**src/rtl/cfg_loader_pkg.sv**
```systemverilog
// Shared types and constants for the configuration stream loader.
// Optional checksum trailer is enabled in the RTL by defining CFG_LOADER_CHECKSUM_EN.
package cfg_loader_pkg;

    localparam int unsigned BYTE_W     = 8;
    localparam int unsigned WORD_W     = 32;
    localparam int unsigned ADDR_BYTES = 4;
    localparam int unsigned DATA_BYTES = 4;
    // One assembler serves address, data and checksum words, so it is sized for the widest
    localparam int unsigned WORD_BYTES = (ADDR_BYTES > DATA_BYTES) ? ADDR_BYTES : DATA_BYTES;
    localparam int unsigned IDX_W      = $clog2(WORD_BYTES);
    localparam int unsigned CFG_CNT_W  = 16;

    localparam logic [WORD_W-1:0] CFG_IDLE_ADDR = 32'h0000_0000;
    localparam logic [WORD_W-1:0] CFG_END_ADDR  = 32'hFFFF_FFFF;

    typedef enum logic [2:0] {
        ST_IDLE,
        ST_ADDR,
        ST_DATA,
        ST_WRITE,
        ST_END,
        ST_CSUM,
        ST_DONE
    } state_t;

    // Payload broadcast on the configuration bus
    typedef struct packed {
        logic [WORD_W-1:0] addr;
        logic [WORD_W-1:0] data;
    } cfg_rec_t;

endpackage

```
**src/rtl/cfg_word_assembler.sv**
```systemverilog
// Little-endian byte-to-word assembler: first byte lands in bits [7:0].
// word_c/full_c are combinational so the completed word is usable on the accepting edge.
module cfg_word_assembler
    import cfg_loader_pkg::*;
(
    input  logic              clk,
    input  logic              reset,
    input  logic              clear,
    input  logic              load,
    input  logic [BYTE_W-1:0] in_byte,
    output logic [WORD_W-1:0] word_c,
    output logic              full_c
);

    logic [IDX_W-1:0]  idx_q;
    logic [WORD_W-1:0] word_q;

    // Insert the incoming byte at the current index; flag the last byte of a word
    always_comb begin
        word_c = word_q;
        for (int unsigned i = 0; i < WORD_BYTES; i++) begin
            if (load && (idx_q == IDX_W'(i))) begin
                word_c[i*BYTE_W +: BYTE_W] = in_byte;
            end
        end
        full_c = load && (idx_q == IDX_W'(WORD_BYTES - 1));
    end

    // Byte index and partial word; index wraps after each full word
    always_ff @(posedge clk) begin
        if (!reset) begin
            idx_q  <= '0;
            word_q <= '0;
        end else if (clear) begin
            idx_q  <= '0;
            word_q <= '0;
        end else if (load) begin
            word_q <= word_c;
            idx_q  <= full_c ? '0 : idx_q + IDX_W'(1);
        end
    end

endmodule

```
**src/rtl/config_stream_loader.sv**
```systemverilog
// Configuration bus initiator: assembles {addr,data} records from a byte stream
// and broadcasts them as single-cycle config write strobes.
// Define CFG_LOADER_CHECKSUM_EN to require a 4-byte XOR checksum after the terminator.
module config_stream_loader
    import cfg_loader_pkg::*;
#(
    parameter logic [WORD_W-1:0] IDLE_ADDR = CFG_IDLE_ADDR,
    parameter logic [WORD_W-1:0] END_ADDR  = CFG_END_ADDR,
    parameter int unsigned       CNT_W     = CFG_CNT_W
) (
    input  logic              clk,
    input  logic              reset,
    input  logic              start,
    input  logic [BYTE_W-1:0] in_byte,
    input  logic              in_valid,
    output logic              in_ready,
    output logic [WORD_W-1:0] config_addr,
    output logic [WORD_W-1:0] config_data,
    output logic              config_strobe,
    output logic              busy,
    output logic              done,
    output logic              error,
    output logic [CNT_W-1:0]  write_count
);

    state_t            state_q, state_d;
    logic [WORD_W-1:0] addr_q, addr_d;
    cfg_rec_t          cfg_q, cfg_d;
    logic              strobe_q, strobe_d;
    logic              ready_q, ready_d;
    logic              busy_q, busy_d;
    logic              done_q, done_d;
    logic              error_q, error_d;
    logic [CNT_W-1:0]  count_q, count_d;
    logic [CNT_W-1:0]  term_q, term_d;
`ifdef CFG_LOADER_CHECKSUM_EN
    logic [WORD_W-1:0] csum_q, csum_d;
    logic              cnt_bad_q, cnt_bad_d;
`endif

    logic              asm_clear;
    logic              asm_load;
    logic [WORD_W-1:0] asm_word_c;
    logic              asm_full_c;

    assign asm_load = in_valid && ready_q;

    cfg_word_assembler u_asm (
        .clk     (clk),
        .reset   (reset),
        .clear   (asm_clear),
        .load    (asm_load),
        .in_byte (in_byte),
        .word_c  (asm_word_c),
        .full_c  (asm_full_c)
    );

    // Next-state and next-output decode
    always_comb begin
        state_d   = state_q;
        addr_d    = addr_q;
        cfg_d     = cfg_q;
        strobe_d  = 1'b0;
        done_d    = done_q;
        error_d   = error_q;
        count_d   = count_q;
        term_d    = term_q;
        asm_clear = 1'b0;
`ifdef CFG_LOADER_CHECKSUM_EN
        csum_d    = csum_q;
        cnt_bad_d = cnt_bad_q;
`endif

        case (state_q)
            ST_IDLE, ST_DONE: begin
                if (start) begin
                    state_d   = ST_ADDR;
                    done_d    = 1'b0;
                    error_d   = 1'b0;
                    count_d   = '0;
                    asm_clear = 1'b1;
`ifdef CFG_LOADER_CHECKSUM_EN
                    csum_d    = '0;
`endif
                end
            end
            ST_ADDR: begin
                if (asm_full_c) begin
                    addr_d  = asm_word_c;
                    state_d = ST_DATA;
                end
            end
            ST_DATA: begin
                if (asm_full_c) begin
                    if (addr_q == END_ADDR) begin
                        term_d  = asm_word_c[CNT_W-1:0];
                        state_d = ST_END;
                    end else begin
                        cfg_d.addr = addr_q;
                        cfg_d.data = asm_word_c;
                        strobe_d   = 1'b1;
                        state_d    = ST_WRITE;
                    end
                end
            end
            ST_WRITE: begin
                // Data is held after the strobe; only the address returns to idle
                cfg_d.addr = IDLE_ADDR;
                if (count_q != '1) begin
                    count_d = count_q + CNT_W'(1);
                end
`ifdef CFG_LOADER_CHECKSUM_EN
                csum_d = csum_q ^ cfg_q.addr ^ cfg_q.data;
`endif
                state_d = ST_ADDR;
            end
            ST_END: begin
`ifdef CFG_LOADER_CHECKSUM_EN
                cnt_bad_d = (term_q != count_q);
                state_d   = ST_CSUM;
`else
                error_d = (term_q != count_q);
                done_d  = 1'b1;
                state_d = ST_DONE;
`endif
            end
            ST_CSUM: begin
`ifdef CFG_LOADER_CHECKSUM_EN
                if (asm_full_c) begin
                    error_d = cnt_bad_q || (asm_word_c != csum_q);
                    done_d  = 1'b1;
                    state_d = ST_DONE;
                end
`else
                state_d = ST_IDLE;
`endif
            end
            default: begin
                state_d = ST_IDLE;
            end
        endcase

`ifdef CFG_LOADER_CHECKSUM_EN
        ready_d = (state_d == ST_ADDR) || (state_d == ST_DATA) || (state_d == ST_CSUM);
`else
        ready_d = (state_d == ST_ADDR) || (state_d == ST_DATA);
`endif
        busy_d = ready_d || (state_d == ST_WRITE);
    end

    // State and output registers
    always_ff @(posedge clk) begin
        if (!reset) begin
            state_q   <= ST_IDLE;
            addr_q    <= '0;
            cfg_q     <= {IDLE_ADDR, WORD_W'(0)};
            strobe_q  <= 1'b0;
            ready_q   <= 1'b0;
            busy_q    <= 1'b0;
            done_q    <= 1'b0;
            error_q   <= 1'b0;
            count_q   <= '0;
            term_q    <= '0;
`ifdef CFG_LOADER_CHECKSUM_EN
            csum_q    <= '0;
            cnt_bad_q <= 1'b0;
`endif
        end else begin
            state_q   <= state_d;
            addr_q    <= addr_d;
            cfg_q     <= cfg_d;
            strobe_q  <= strobe_d;
            ready_q   <= ready_d;
            busy_q    <= busy_d;
            done_q    <= done_d;
            error_q   <= error_d;
            count_q   <= count_d;
            term_q    <= term_d;
`ifdef CFG_LOADER_CHECKSUM_EN
            csum_q    <= csum_d;
            cnt_bad_q <= cnt_bad_d;
`endif
        end
    end

    assign in_ready      = ready_q;
    assign config_addr   = cfg_q.addr;
    assign config_data   = cfg_q.data;
    assign config_strobe = strobe_q;
    assign busy          = busy_q;
    assign done          = done_q;
    assign error         = error_q;
    assign write_count   = count_q;

endmodule

```
**config.mk**
```make
export PLATFORM = sky130hd
export DESIGN_NAME = config_stream_loader
export DESIGN_NICKNAME = d
export VERILOG_FILES = /design/src/rtl/cfg_loader_pkg.sv /design/src/rtl/cfg_word_assembler.sv /design/src/rtl/config_stream_loader.sv
export SDC_FILE = /design/constraint.sdc
export NUM_CORES = 1
export LEC_CHECK = 0
export BUFFER_PORTS_ARGS = -buffer_cell sky130_fd_sc_hd__buf_4
export CAP_MARGIN = 20
export CORE_AREA = 2 2 106 119
export DETAILED_ROUTE_END_ITERATION = 6
export DIE_AREA = 0 0 108 121
export GPL_TIMING_DRIVEN = 0
export PLACE_DENSITY = 0.87
export REMOVE_ABC_BUFFERS = 1
export SYNTH_ARGS = -nofsm -noshare
export SYNTH_HDL_FRONTEND = slang
export SYNTH_HIERARCHICAL = 1
export SYNTH_SLANG_ARGS = --single-unit
```
**constraint.sdc**
```tcl
create_clock -name clk -period 8.07 [get_ports clk]
set_input_delay 2.421 -clock clk [delete_from_list [all_inputs] [get_ports clk]]
set_output_delay 2.421 -clock clk [all_outputs]
set_load 0.01 [all_outputs]
```
==> run_summary.xml <==
<?xml version="1.0" encoding="UTF-8"?>
<metrics>
  <group name="die">
    <metric name="initial_util" unit="%">60.99</metric>
    <metric name="coreArea" unit="um2">11820</metric>
    <metric name="fp.dieArea" unit="um2">13070</metric>
    <metric name="floorplan.rows" unit="">42</metric>
    <metric name="die_height" unit="um">121</metric>
    <metric name="floorplan.die.width" unit="um">108</metric>
    <metric name="num_io_pins" unit="">97</metric>
  </group>
  <group name="placed_design">
    <metric name="port_buffers" unit="">96</metric>
    <metric name="dp.cells" unit="">1057</metric>
    <metric name="routabilityCongestion" unit="">0.8348</metric>
    <metric name="half_perimeter_wire_length_after_placement" unit="mm">11.25</metric>
  </group>
  <group name="cells_and_area">
    <metric name="post_layout_nets" unit="">941</metric>
    <metric name="final-instance-count-excl-fill" unit="">1091</metric>
    <metric name="fill_cells" unit="">897</metric>
    <metric name="final_layout_size_suffix_gt1_share" unit="%">20.17</metric>
    <metric name="synthesis_to_layout_area_growth" unit="%">20.04</metric>
    <metric name="diodes" unit="">0</metric>
    <metric name="final_core_utilization" unit="%">73.22</metric>
  </group>
  <group name="timing">
    <metric name="final-setup-viol-count" unit="">0</metric>
    <metric name="fin_skew" unit="ps">17.37</metric>
    <metric name="timing.slew.headroom" unit="%">34.22</metric>
    <metric name="fmax" unit="MHz">193.4</metric>
    <metric name="final_period_minus_worst_setup_slack" unit="ps">5169</metric>
    <metric name="timing_hold_violations_final" unit="">0</metric>
    <metric name="worstMarginPinSlew" unit="ps">980.1</metric>
    <metric name="final_max_slew_viol_count" unit="">0</metric>
    <metric name="min_period_over_period" unit="%">64.06</metric>
    <metric name="grt_setup_unrepaired" unit="">no</metric>
    <metric name="finalHoldWorstSlack" unit="ps">457.9</metric>
  </group>
  <group name="clock_network">
    <metric name="cts.root.buffer_cell" unit="">sky130_fd_sc_hd__clkbuf_16</metric>
    <metric name="ctsHtreeMaxLevel" unit="">4</metric>
    <metric name="cts.clk_slew.worst_paths" unit="ps">70</metric>
    <metric name="clock-sinks" unit="">170</metric>
    <metric name="clock_path_buffers" unit="">2</metric>
    <metric name="clock_insertion_delay_worst_skew" unit="ps">430</metric>
    <metric name="hold_buffers" unit="">0</metric>
    <metric name="post_cts_resized" unit="">0</metric>
    <metric name="cts_tree" unit="">done</metric>
    <metric name="cts_buffers" unit="">17</metric>
    <metric name="cts_post_setup_buffers_inserted" unit="">0</metric>
  </group>
  <group name="worst_setup_path">
    <metric name="timing.critical_path.to_type" unit="">flop</metric>
    <metric name="cp_data_required_time" unit="ps">8420</metric>
    <metric name="critPathArrivalTime" unit="ps">5520</metric>
    <metric name="crit_slowest_cell" unit="">sky130_fd_sc_hd__a21boi_4</metric>
    <metric name="worstPathMaxFanout" unit="">52</metric>
    <metric name="critPathMostFrequentCell" unit="">sky130_fd_sc_hd__buf_12</metric>
    <metric name="crit_path_largest_cell_delay" unit="ps">870</metric>
    <metric name="crit_type" unit="">input port to flop</metric>
    <metric name="worst-r2r-setup-slack" unit="ps">4530</metric>
    <metric name="critical_path_cell_sequence" unit="">buf_4 &gt; and2_2 &gt; buf_12 &gt; nand2_1 &gt; inv_1 &gt; nor4bb_1 &gt; a21boi_4 &gt; buf_12 &gt; buf_12 &gt; nand3_1 &gt; o21ai_0</metric>
    <metric name="setup.worst_path.start_class" unit="">input port</metric>
  </group>
  <group name="route">
    <metric name="routed_wire_length_per_instance" unit="um">15.74</metric>
    <metric name="remaining_drc_errors" unit="">0</metric>
    <metric name="route.antenna.remaining_nets" unit="">0</metric>
    <metric name="detail_route.wirelength" unit="mm">17.17</metric>
    <metric name="firstDrtPassIters" unit="">5</metric>
    <metric name="detail_route.vias_per_cell" unit="">5.791</metric>
    <metric name="dr_total_vias" unit="">6318</metric>
    <metric name="drt-initial-drc-count" unit="">400</metric>
  </group>
  <group name="synth">
    <metric name="synth_flop_cell" unit="">sky130_fd_sc_hd__dfxtp_1</metric>
    <metric name="post-synth-top-count-cell" unit="">sky130_fd_sc_hd__nand2_1</metric>
    <metric name="synthCells" unit="">871</metric>
    <metric name="yosys-top-cells-area" unit="">sky130_fd_sc_hd__dfxtp_1 (47%), sky130_fd_sc_hd__nand2_1 (9.9%), sky130_fd_sc_hd__nand3_1 (8.2%)</metric>
    <metric name="synth.yosys.warnings" unit="">6</metric>
    <metric name="synthDominantCellAreaShare" unit="%">47.19</metric>
    <metric name="synth_area_per_cell" unit="um2">8.280</metric>
    <metric name="synth-seq-cells" unit="">170</metric>
    <metric name="syn-cell-area" unit="um2">7212</metric>
    <metric name="synth_cell_types" unit="">54</metric>
    <metric name="synth_common_cells" unit="">sky130_fd_sc_hd__nand2_1 (191), sky130_fd_sc_hd__dfxtp_1 (170), sky130_fd_sc_hd__nand3_1 (118)</metric>
    <metric name="synth-async-reset-ratio" unit="%">0</metric>
    <metric name="synth_seq_area_share" unit="%">47.19</metric>
    <metric name="synth_largest_area_cell" unit="">sky130_fd_sc_hd__dfxtp_1</metric>
    <metric name="synth_edf_count" unit="">0</metric>
  </group>
  <group name="global_routing">
    <metric name="grt_max_degree" unit="">90</metric>
    <metric name="global_route.usage.met3" unit="%">5.961</metric>
    <metric name="number_of_antenna_violations_at_the_first_check_in_global_routing" unit="">0</metric>
    <metric name="gr-max-usage-layer" unit="">met2</metric>
    <metric name="grt.total_usage" unit="%">26.88</metric>
    <metric name="grt_pass1_wl" unit="mm">27.69</metric>
    <metric name="grt.met2_usage" unit="%">45.01</metric>
    <metric name="overflow" unit="">0</metric>
    <metric name="via_count_of_the_first_global_routing_pass" unit="">5660</metric>
    <metric name="globalRouteMet1Util" unit="%">33.47</metric>
  </group>
  <group name="status">
    <metric name="result_of_the_run" unit="">finished clean</metric>
  </group>
  <group name="hold_path">
    <metric name="holdCritPathClass" unit="">flop to flop</metric>
  </group>
  <group name="power_and_ir_drop">
    <metric name="fin_total_pwr" unit="mW">1.808</metric>
    <metric name="power.ir.vdd_worst" unit="mV">0.1250</metric>
    <metric name="power_density" unit="nW/um2">208.8</metric>
    <metric name="cellLeakagePower" unit="nW">3.354</metric>
  </group>
  <group name="run">
    <metric name="drv_cap" unit="">0</metric>
  </group>
</metrics>
## layout by cell type (no fill, tap or decap), types with 6 or more instances in the layout
master                      instances
sky130_fd_sc_hd__nand2_1          191
sky130_fd_sc_hd__o21ai_0           81
sky130_fd_sc_hd__dfxtp_1          170
sky130_fd_sc_hd__clkbuf_16         17
sky130_fd_sc_hd__nand3_1          118
sky130_fd_sc_hd__xnor2_1           16
sky130_fd_sc_hd__inv_1              8
sky130_fd_sc_hd__nor4_1            10
sky130_fd_sc_hd__nor2_1            17
sky130_fd_sc_hd__a21oi_2            6
sky130_fd_sc_hd__a21bo_2           32
sky130_fd_sc_hd__nand4_1           14
sky130_fd_sc_hd__buf_4             96
sky130_fd_sc_hd__a21oi_1           35
sky130_fd_sc_hd__a21boi_0          34
sky130_fd_sc_hd__xor2_1             6
## per-layer routing
| layer | up-vias | part of all wire (%) |
|---|---|---|
| met4 | 0 | 2.7 |
| met5 | - | 0 |
| li1 | 3106 | - |
| met1 | 2965 | 42 |
| met2 | 211 | 50 |
| met3 | 36 | 5.8 |
## path summary, 6_finish.rpt
path / startpoint / end / cells after the start
setup / recovery: in_valid / config_addr[11] / 11
hold / removal: config_addr[15] / config_addr[15] / 2
setup reg to reg: u_asm/idx_q[0] / config_addr[11] / 9
hold reg to reg: config_addr[15] / config_addr[15] / 2
## registers in the layout, indices dropped and copies added, names as in the netlist, 2 cells and up
signal and cells:
write_count 16, config_addr 32, addr_q 32, term_q 16, state_q 3, u_asm/idx_q 2, u_asm/word_q 32, config_data 32
## area by class of cell
type,instances,area [um2],area share (%)
Timing Repair Buffer,106,913.4,10.55
Inverter,8,30.03,0.3469
Tap cell,154,192.7,2.226
Multi-Input combinational cell,621,3460,39.96
Sequential cell,170,3403,39.31
Clock inverter,13,205.2,2.370
Clock buffer,19,452.9,5.232
## critical path, delay by kind of cell
kind / cells / cell delay, ps
AND/OR/NAND/NOR: 4 / 1090
buffers and inverters: 5 / 1040
AO/OA/AOI/OAI: 2 / 960
## kinds of logic after synthesis
group / share of synthesized area (%)
buf+inv: 4.962
xor+xnor: 2.672
flops: 47.19
mux: 0.2776
compound gates: 19.34
simple gates: 24.69
fa+ha+maj: 0.8675
## per-stage QoR
stage	setup TNS [ps]	cell area, um2	worst slack, ps
finish	0	8657	2901
global placement	-54420	7797	-903.5
global route	0	8657	2581
CTS	0	8637	2925
floorplan	0	6884	1109
detailed placement	0	7979	2482
## report_power, final
group	total [mW]	switching (mW)	internal, mW
Clock	0.902	0.357	0.545
Combinational	0.0626	0.0430	0.0196
Sequential	0.843	0.00192	0.841
Total	1.81	0.402	1.41
Power figures use the tool's default switching activity.
